$ cat config.mk
export PLATFORM = sky130hd
export DESIGN_NAME = img_mem_arbiter
export DESIGN_NICKNAME = d
export VERILOG_FILES = /design/src/rtl/img_mem_pkg.sv /design/src/rtl/req_age_counter.sv /design/src/rtl/img_mem_arbiter.sv
export SDC_FILE = /design/constraint.sdc
export NUM_CORES = 1
export LEC_CHECK = 0
export BUFFER_PORTS_ARGS = -buffer_cell sky130_fd_sc_hd__buf_2
export CAP_MARGIN = 25
export CORE_MARGIN = 4
export CORE_UTILIZATION = 32
export DETAILED_ROUTE_END_ITERATION = 10
export PLACE_DENSITY_LB_ADDON = 0.05
export SYNTH_ARGS = -nofsm -noshare
export SYNTH_HDL_FRONTEND = slang
export SYNTH_SLANG_ARGS = --single-unit
$ cat constraint.sdc
create_clock -name clk -period 2.6 [get_ports clk]
set_clock_uncertainty 0.05 [all_clocks]
set_input_delay 0.13 -clock clk [delete_from_list [all_inputs] [get_ports clk]]
set_output_delay 0.13 -clock clk [all_outputs]
set_load 0.005 [all_outputs]
$ cat src/rtl/img_mem_pkg.sv
// Shared ids and priority order for the image RAM requesters.
// Also used by vga_control and line_buffers.
package img_mem_pkg;

    localparam int NUM_REQ = 4;

    typedef enum logic [1:0] {
        REQ_CAM  = 2'd0,
        REQ_BUF  = 2'd1,
        REQ_CONV = 2'd2,
        REQ_HPS  = 2'd3
    } req_id_e;

    // Highest priority first.
    localparam req_id_e PRIO_ORDER [NUM_REQ] = '{
        REQ_CAM, REQ_BUF, REQ_CONV, REQ_HPS
    };

    // Read tag travelling alongside the RAM access.
    typedef struct packed {
        logic    valid;
        req_id_e id;
    } rd_tag_t;

    // cam and conv only write; buf and hps only read.
    function automatic logic is_write(input req_id_e id);
        return (id == REQ_CAM) || (id == REQ_CONV);
    endfunction

    // Highest-priority requester present in vec.
    function automatic req_id_e pick_id(
        input logic [NUM_REQ-1:0] vec
    );
        req_id_e w;
        w = REQ_CAM;
        for (int i = NUM_REQ - 1; i >= 0; i--) begin
            if (vec[PRIO_ORDER[i]]) begin
                w = PRIO_ORDER[i];
            end
        end
        return w;
    endfunction

endpackage

$ cat src/rtl/req_age_counter.sv
// Saturating wait counter for one requester.
// Raises urgent once the request has waited MAX_WAIT cycles.
module req_age_counter #(
    parameter int MAX_WAIT  = 63,
    parameter bit URGENT_EN = 1'b1
) (
    input  logic clk,
    input  logic reset,
    input  logic req,
    input  logic gnt,
    output logic urgent
);

    localparam logic [7:0] SAT = 8'(MAX_WAIT);

    logic [7:0] wait_cnt;

    // Count waiting cycles; any grant or dropped request restarts aging.
    always_ff @(posedge clk) begin
        if (reset || !req || gnt) begin
            wait_cnt <= 8'd0;
        end else if (wait_cnt != SAT) begin
            wait_cnt <= wait_cnt + 8'd1;
        end
    end

    assign urgent = URGENT_EN && req && (wait_cnt == SAT);

endmodule

$ cat src/rtl/img_mem_arbiter.sv
// Single-port image RAM arbiter with aging and read tagging.
// Grants combinationally, drives a registered RAM port.
module img_mem_arbiter
    import img_mem_pkg::*;
#(
    parameter int ADDR_W   = 16,
    parameter int DATA_W   = 32,
    parameter int RD_LAT   = 1,
    parameter int MAX_WAIT = 63
) (
    input  logic              clk,
    input  logic              reset,
    input  logic              cam_req,
    input  logic              conv_req,
    input  logic              buf_req,
    input  logic              hps_req,
    input  logic [ADDR_W-1:0] cam_addr,
    input  logic [ADDR_W-1:0] conv_addr,
    input  logic [ADDR_W-1:0] buf_addr,
    input  logic [ADDR_W-1:0] hps_addr,
    input  logic [DATA_W-1:0] cam_wdata,
    input  logic [DATA_W-1:0] conv_wdata,
    output logic              cam_gnt,
    output logic              conv_gnt,
    output logic              buf_gnt,
    output logic              hps_gnt,
    output logic              buf_rvalid,
    output logic              hps_rvalid,
    output logic [DATA_W-1:0] rdata,
    output logic [ADDR_W-1:0] mem_addr,
    output logic [DATA_W-1:0] mem_wdata,
    output logic              mem_we,
    input  logic [DATA_W-1:0] mem_rdata,
    output logic              busy
);

    logic [NUM_REQ-1:0] req_v;
    logic [NUM_REQ-1:0] urg_v;
    logic [NUM_REQ-1:0] gnt_v;
    logic               any_gnt;
    req_id_e            win_id;
    logic [ADDR_W-1:0]  win_addr;
    logic [DATA_W-1:0]  win_wdata;
    logic               win_we;
    logic               inflight;
    rd_tag_t            tag_q [RD_LAT+1];

    assign req_v[REQ_CAM]  = cam_req;
    assign req_v[REQ_BUF]  = buf_req;
    assign req_v[REQ_CONV] = conv_req;
    assign req_v[REQ_HPS]  = hps_req;

    // The camera stream is never aged: it already wins on base priority.
    for (genvar i = 0; i < NUM_REQ; i++) begin : g_age
        req_age_counter #(
            .MAX_WAIT  (MAX_WAIT),
            .URGENT_EN (i != 0)
        ) u_age (
            .clk    (clk),
            .reset  (reset),
            .req    (req_v[i]),
            .gnt    (gnt_v[i]),
            .urgent (urg_v[i])
        );
    end

    // Urgent requesters pre-empt the rest; base priority breaks ties.
    always_comb begin
        win_id  = pick_id((|urg_v) ? urg_v : req_v);
        any_gnt = !reset && (|req_v);
        gnt_v   = '0;
        if (any_gnt) begin
            gnt_v[win_id] = 1'b1;
        end
    end

    // Route the winner's address and data to the RAM port.
    always_comb begin
        win_addr  = '0;
        win_wdata = '0;
        unique case (win_id)
            REQ_CAM: begin
                win_addr  = cam_addr;
                win_wdata = cam_wdata;
            end
            REQ_BUF: begin
                win_addr  = buf_addr;
            end
            REQ_CONV: begin
                win_addr  = conv_addr;
                win_wdata = conv_wdata;
            end
            REQ_HPS: begin
                win_addr  = hps_addr;
            end
        endcase
        win_we = is_write(win_id);
    end

    assign cam_gnt  = gnt_v[REQ_CAM];
    assign buf_gnt  = gnt_v[REQ_BUF];
    assign conv_gnt = gnt_v[REQ_CONV];
    assign hps_gnt  = gnt_v[REQ_HPS];

    // Registered RAM port; address and data hold when idle.
    always_ff @(posedge clk) begin
        if (reset) begin
            mem_addr  <= '0;
            mem_wdata <= '0;
            mem_we    <= 1'b0;
        end else begin
            mem_we <= any_gnt && win_we;
            if (any_gnt) begin
                mem_addr <= win_addr;
                if (win_we) begin
                    mem_wdata <= win_wdata;
                end
            end
        end
    end

    // Tag pipe: stage 0 aligns with mem_addr, last stage with rdata.
    always_ff @(posedge clk) begin
        if (reset) begin
            for (int i = 0; i <= RD_LAT; i++) begin
                tag_q[i] <= '0;
            end
        end else begin
            tag_q[0].valid <= any_gnt && !win_we;
            tag_q[0].id    <= win_id;
            for (int i = 1; i <= RD_LAT; i++) begin
                tag_q[i] <= tag_q[i-1];
            end
        end
    end

    // Capture RAM output in the cycle the tagged read lands.
    always_ff @(posedge clk) begin
        if (reset) begin
            rdata <= '0;
        end else if (tag_q[RD_LAT-1].valid) begin
            rdata <= mem_rdata;
        end
    end

    assign buf_rvalid = tag_q[RD_LAT].valid &&
                        (tag_q[RD_LAT].id == REQ_BUF);
    assign hps_rvalid = tag_q[RD_LAT].valid &&
                        (tag_q[RD_LAT].id == REQ_HPS);

    // A read counts as in flight until its data is presented.
    always_comb begin
        inflight = 1'b0;
        for (int i = 0; i < RD_LAT; i++) begin
            inflight = inflight | tag_q[i].valid;
        end
    end

    assign busy = !reset && ((|req_v) || inflight);

endmodule

Word-level counts from Yosys, hierarchy flattened:

Memory sizes are Yosys's and may differ from the RTL's.
Index checks and enable logic that the tools add are counted.
W data, S select, Z words.

* multiplexer cells: 16
* bitwise operators: 3
* equal/unequal tests: 11
* order comparisons: 2
* shift-type cells: 0
* div/mod/pow operators: 0
* $add $sub $neg: 3
* reductions and logical operators: 27
* multiply operators: 0

Operators with widths (number)
* $pmux W16 S4: 1
* $pmux W32 S2: 1
* $add A8 B1 Y8 const B: 3
* $eq A8 B6 Y1 const B: 3
* $ne A8 B6 Y1 const B: 3
* $logic_and A1 B1 Y1: 10
* $mux W2: 5
* $logic_or A1 B1 Y1: 8
* $mux W4: 2
* $eq A2 B2 Y1 const B: 3
* $logic_not A1 Y1: 5
* $mux W1: 5
* $eq A2 B1 Y1 const B: 2
* $reduce_or A4 Y1: 1
* $lt A2 B3 Y1 const B: 1
* $mux W3: 1
* $or A1 B1 Y1: 3
* $reduce_or A3 Y1: 1
* $demux W1 S2: 1
* $ge A2 B1 Y1 const B: 1
* $logic_not A2 Y1: 1
* $reduce_and A2 Y1: 1

* bits in writable memories: 6
* output and inout bits: 88
* input port bits: 166
* memories: 1
* bits in latches: 0
* word-level logic and storage cells: 70
* memory bits (read-only): 0
* register bits: 105

Memories
* tag_q: words 2, bits a word 3, rd ports 2, clocked after Yosys merged registers in 0, write ports 2, line img_mem_arbiter.sv:46 `rd_tag_t tag_q [RD_LAT+1];`

Depth between registers and ports, before layout:

* word-level depth: 14
* gate-level depth with buffers: 10
* depth with buffers taken out: 7

Cells and area by module:

A second synthesis with hierarchy kept.

* cell total of the unflattened synthesis: 566
* area, all modules: 5207.5 µm²

By module, submodules not included
* img_mem_arbiter: sequential area each 1741.7 µm², times used 1, cells each 426, area each 4040.1 µm²
* req_age_counter (g_age[1].u_age ...): sequential area each 160.2 µm², times used 3, cells each 46, area each 385.4 µm²
* req_age_counter (g_age[0].u_age): sequential area each 0.0 µm², times used 1, cells each 2, area each 11.3 µm²

Worst setup path after synthesis:

Ideal clock, no wire load.

* path type: reg2reg
* from: reg g_age[3].u_age.wait_cnt[0]
* to: reg mem_addr[10]
* setup slack: 0.122 ns
* cell stages (with the launch flop): 11
* arrival time: 2.308 ns
* path buffers: 3
* period minus slack after synthesis: 2.478 ns
* library setup time: 0.120 ns
* path through: dfxtp_1 ha_1 and4bb_2 and3_1 buf_2 o31ai_2 nor2_2 buf_2 buf_4 a32o_1 a211o_1

* cells in the longest elaborated chain, start to end: 10
* elaborated cells on any way between the ends: 13

Ends and longest elaborated chain
* start, declared: line req_age_counter.sv:16 `logic [7:0] wait_cnt;`
* start signal, assigned: line req_age_counter.sv:23 `wait_cnt <= wait_cnt + 8'd1;`
* $eq A8 B6 Y1 *: line req_age_counter.sv:27 `assign urgent = URGENT_EN && req && (wait_cnt == SAT);`
* $logic_and A1 B1 Y1 *: line req_age_counter.sv:27
* $reduce_or A3 Y1: line img_mem_arbiter.sv:69 `win_id = pick_id((|urg_v) ? urg_v : req_v);`
* $mux W4 *: line img_mem_arbiter.sv:69
* $mux W2 (3 in series): line img_mem_pkg.sv:37 `if (vec[PRIO_ORDER[i]]) begin`
* $mux W2 *: line img_mem_pkg.sv:37
* $eq A2 B2 Y1, or another cell as far along: line img_mem_arbiter.sv:81 `unique case (win_id)`
* $pmux W16 S4 *: line img_mem_arbiter.sv:81
* end signal, assigned: line img_mem_arbiter.sv:114 `mem_addr <= win_addr;`
* end, declared: line img_mem_arbiter.sv:30 `output logic [ADDR_W-1:0] mem_addr,`

Every way passes the cells marked *; elsewhere a longest branch is shown, timed or not.
A chain may end at the register's enable or synchronous reset.

Final worst setup path:

* from: reg g_age[1].u_age.wait_cnt[5]
* to: reg mem_wdata[12]

* cells in the longest elaborated chain, start to end: 11
* elaborated cells on any way between the ends: 13

Ends and longest elaborated chain
* start, declared: line req_age_counter.sv:16
* start signal, assigned: line req_age_counter.sv:23
* $eq A8 B6 Y1 *: line req_age_counter.sv:27
* $logic_and A1 B1 Y1 *: line req_age_counter.sv:27
* $reduce_or A3 Y1: line img_mem_arbiter.sv:69
* $mux W4 *: line img_mem_arbiter.sv:69
* $mux W2 (3 in series): line img_mem_pkg.sv:37
* $mux W2 *: line img_mem_pkg.sv:37
* $eq A2 B2 Y1 or $logic_not A2 Y1 (tied branches): line img_mem_pkg.sv:27, img_mem_arbiter.sv:81
* $logic_or A1 B1 Y1: line img_mem_pkg.sv:27 `return (id == REQ_CAM) || (id == REQ_CONV);`
* $reduce_and A2 Y1 (no line)
* end signal, assigned: line img_mem_arbiter.sv:116 `mem_wdata <= win_wdata;`
* end, declared: line img_mem_arbiter.sv:31 `output logic [DATA_W-1:0] mem_wdata,`

Marked as above.

==> flow_summary.rst <==
.. list-table::
   :header-rows: 1

   * - Metric
     - Value
   * - Summed area of non-filler cells in the final layout
     - 0.007770 mm²
   * - Crit path time final
     - about 2.5 ns
   * - Number of instances in the placed design
     - between 900 and 1000
   * - Hold Crit Depth
     - 3
   * - Main combinational cell family by area after synthesis
     - compound AO/OA/AOI/OAI gates
   * - Detailed placer's ending HPWL
     - 11670 µm
   * - Count of input and output buffers
     - about 250
   * - Overall global routing resource usage
     - 18.92%
   * - Grt total ovfl
     - 0
   * - Number of rows in the core area
     - 44
   * - Routed via count
     - just over 5000
   * - Dominant synthesized flop cell
     - sky130_fd_sc_hd__dfxtp_1
   * - Cell type contributing the most total cell area after synthesis
     - sky130_fd_sc_hd__dfxtp_1
   * - Area fraction in compound gates after synthesis
     - 21.65%
   * - Class of the most critical hold timing path
     - in2reg
   * - TritonCTS sink count
     - 111
   * - Slew margin rel.
     - 60.53%
   * - Achievable frequency
     - approximately 400 MHz
   * - Mean post-synth cell area
     - 9.763 µm²
   * - Required time worst endpoint
     - about 2.8 ns
   * - Slew @ Worst Pin
     - 0.5921 ns
   * - Maximum number of pins on one net before global-route repair
     - between 40 and 50
   * - Clk pin slew, worst setup/hold paths
     - approximately 0.080 ns
   * - Net count of the mapped netlist
     - 662
   * - Count of pins on the block boundary
     - approximately 250
   * - Ratio of final minimum period to clock period
     - a little under 100%
   * - Number of nets in the layout
     - 1008
   * - Post-synthesis share of cell area spent on xor and xnor gates
     - approximately 2.2%
   * - Cell count after synthesis
     - a little under 500
   * - Maximum clock insertion buffer count
     - 2
   * - Via count of the first global-routing pass
     - 5088
   * - Proportion of synthesized area in mux cells
     - 7.720%
   * - Number of standard cells in the final layout excluding fillers
     - 1031
   * - Initial antenna violation count
     - 0
   * - Kind of launch point of the worst setup path
     - flop
   * - Most common cell in the synthesized netlist
     - sky130_fd_sc_hd__dfxtp_1
   * - Setup crit end kind
     - flop
   * - Arrival time at the worst endpoint
     - between 2 and 3 ns
   * - Synth top cells by count
     - sky130_fd_sc_hd__dfxtp_1 (111), sky130_fd_sc_hd__nor2_1 (56), sky130_fd_sc_hd__mux2i_1 (36), sky130_fd_sc_hd__a221o_1 (31), sky130_fd_sc_hd__a21oi_1 (27)
   * - Area growth syn-to-layout
     - 61.42%
   * - Chip height
     - approximately 130 µm
   * - Number of maximum-capacitance constraint violations
     - 0
   * - Horiz. Die Dim
     - 130.6 µm
   * - Flip-flop and latch count after synthesis
     - 111
   * - FF-to-FF Start
     - g_age[1].u_age.wait_cnt[5]$_SDFFE_PP0P_
   * - Core footprint
     - 0.01464 mm²
   * - Clock root buffer
     - sky130_fd_sc_hd__clkbuf_16
   * - Detailed Routing Iterations Pass 1
     - 4
   * - Proportion of register bits with asynchronous set or reset after synthesis
     - 0%
   * - Routed wirelength normalized by instance count
     - 16.65 µm
   * - Final setup vio count
     - 0
   * - Violation count after the first detailed-route iteration
     - 212
   * - Flop2flop setup slack
     - 0.09 ns
   * - Wire length of the first global-routing pass
     - 25320 µm
   * - Synthesized-area fraction occupied by and/or/nand/nor cells
     - 17.73%
   * - Aggregate routed wire length
     - 17160 µm
   * - Fraction of final layout cells sized beyond drive strength 1
     - about two fifths
   * - VDD IR max
     - 0.3326 mV
   * - Yosys cell types
     - 55
   * - Cell Area, Placed
     - 0.006392 mm²
   * - Class of the most critical setup path
     - reg2reg
   * - Top cell type's share of synthesized area
     - a little under half
   * - Setup TNS Final
     - 0 ns
   * - Effective utilization at floorplan
     - approximately 33%
   * - Adder-cell area share of the yosys netlist
     - 0.7798%
   * - Final Slew Violations
     - 0
   * - Leakage power of the design
     - between 0.003 and 0.004 µW
   * - Endpoint of the worst-slack reg-to-reg timing path
     - mem_wdata[12]$_SDFFE_PP0P_
   * - Hold violation total from the final report
     - 0
   * - Total Die Area
     - 0.01707 mm²
   * - Hold-critical path endpoint
     - mem_wdata[16]$_SDFFE_PP0P_
   * - Ys Warns
     - 0
   * - Crit path max fanout
     - 16
   * - Post-synthesis cell area
     - just under 0.005 mm²
   * - Remaining antenna violation count after routing
     - 0
   * - Final Wtd Congestion
     - 0.8513
   * - Sequential-to-total area share from yosys stat
     - between 40% and 50%
   * - Total power density per cell area
     - 498.2 mW/mm²
   * - Number of enable flip-flop cells after synthesis
     - 0
   * - Clock insertion delay at the later pin of the skew report
     - 0.35 ns
   * - Routed via count divided by cell count
     - just under 5
   * - DRC
     - 0
   * - Worst min-delay path startpoint
     - conv_wdata[16]
   * - Run status
     - complete, no violations
   * - Worst Reg-to-Reg Cells
     - 9
   * - Biggest area contributors in the synthesized netlist
     - sky130_fd_sc_hd__dfxtp_1 (46%), sky130_fd_sc_hd__mux2i_1 (7.5%), sky130_fd_sc_hd__a221o_1 (6.4%)
   * - Level count of the clock H-tree
     - 3
   * - Number of buffers added by the clock tree synthesis step
     - 9
   * - CTS tree
     - done
## report_power, final
| group | internal [µW] | switching [µW] | total [µW] |
|---|---|---|---|
| sequential | 1800 | 61.1 | 1860 |
| combinational | 396 | 289 | 685 |
| clock | 686 | 640 | 1330 |
## layout by cell type, fill, tap and decap left out, drive strengths merged, types with 6 or more instances in the layout
cell	count
nand3	25
and3	8
dlygate4sd3	79
a211o	16
o21ai	21
inv	6
mux2i	36
nor2	57
nand2	11
clkbuf	12
dfxtp	111
a21oi	27
a221o	31
xnor2	7
and2	31
nor3	8
buf	287
a32o	16
## how the worst max path moves through the flow
stage,start,to,slack [ns],cells after the start
floorplan,g_age[3].u_age.wait_cnt[0]$_SDFFE_PP0P_,mem_addr[10]$_SDFFE_PP0P_,0.12,10
global placement,g_age[3].u_age.wait_cnt[0]$_SDFFE_PP0P_,mem_addr[3]$_SDFFE_PP0P_,0.04,7
detailed placement,g_age[3].u_age.wait_cnt[0]$_SDFFE_PP0P_,mem_addr[12]$_SDFFE_PP0P_,-0.01,7
CTS,g_age[2].u_age.wait_cnt[0]$_SDFFE_PP0P_,cam_gnt,0.009,11
global route,g_age[1].u_age.wait_cnt[5]$_SDFFE_PP0P_,mem_wdata[0]$_SDFFE_PP0P_,-0.007,9
finish,g_age[1].u_age.wait_cnt[5]$_SDFFE_PP0P_,mem_wdata[12]$_SDFFE_PP0P_,0.09,9
## flip-flops by register name, summed over array words and instances, names as in the netlist
register              count
mem_wdata                32
rdata                    32
g_age.u_age.wait_cnt     24
mem_addr                 16
tag_q                     6
mem_we                    1
## kinds of logic (layout without fill, tap and decap cells)
kind of cell    count (synthesis)  after routing
flops                         111            111
mux                            37             37
fa+ha+maj                       3              3
simple gates                  163            163
compound gates                129            129
other cells                     0              3
xor+xnor                       12             12
buf+inv                        38            389
## metrics by stage
| step | util (%) | worst slack, ns | hold slack [ns] | power (µW) |
|---|---|---|---|---|
| global route | 53.01 | -0.006803 | 0.01762 | 4067 |
| finish | 53.06 | 0.08824 | 0.01654 | 3871 |
| floorplan | - | 0.1225 | 0.1978 | 2133 |
| CTS | 52.27 | 0.008999 | 0.0008377 | 3915 |
| detailed placement | 43.65 | -0.01482 | 0.2879 | 2435 |
| global placement | 43.65 | 0.04301 | 0.2844 | 2427 |
## cell type report
type / instances / area [µm²]
clock buffer: 11 / 242.7
tap: 184 / 230.2
clock inverter: 5 / 40.04
timing repair buffer: 369 / 2484
sequential: 111 / 2231
inverter: 4 / 15.01
multi-input combinational: 344 / 2520
fill: 1323 / 6874
antenna: 3 / 7.507
## layer usage
layer / GRT usage [%] / part of all wire, % / wire [µm]
met1: 21.53 / 40 / 6819
met2: 33.89 / 51 / 8799
met3: 5.081 / 7.1 / 1217
met4: 6.957 / 1.9 / 327
met5: 0 / 0 / 0
## worst max-delay path, stage by stage (launching register included)
cell                        delay (ns)
sky130_fd_sc_hd__dfxtp_2          0.36
sky130_fd_sc_hd__or3b_4           0.39
sky130_fd_sc_hd__or2_4            0.25
sky130_fd_sc_hd__buf_4            0.16
sky130_fd_sc_hd__a32oi_4          0.31
sky130_fd_sc_hd__a221oi_4         0.13
sky130_fd_sc_hd__buf_4            0.17
sky130_fd_sc_hd__clkbuf_16        0.16
sky130_fd_sc_hd__and2_1           0.15
sky130_fd_sc_hd__a221o_1          0.26
## timing repair
| action | CTS | global route |
|---|---|---|
| endpoints found under the hold margin | 78 | 0 |
| resized for setup | 13 | 17 |
| hold buffers | 79 | 0 |
| cloned | 3 | 1 |
| endpoints found under the setup margin | 18 | 48 |
| pin swaps | 5 | 8 |
| buffers inserted | 5 | 5 |
(Power assumes the default switching activity.)
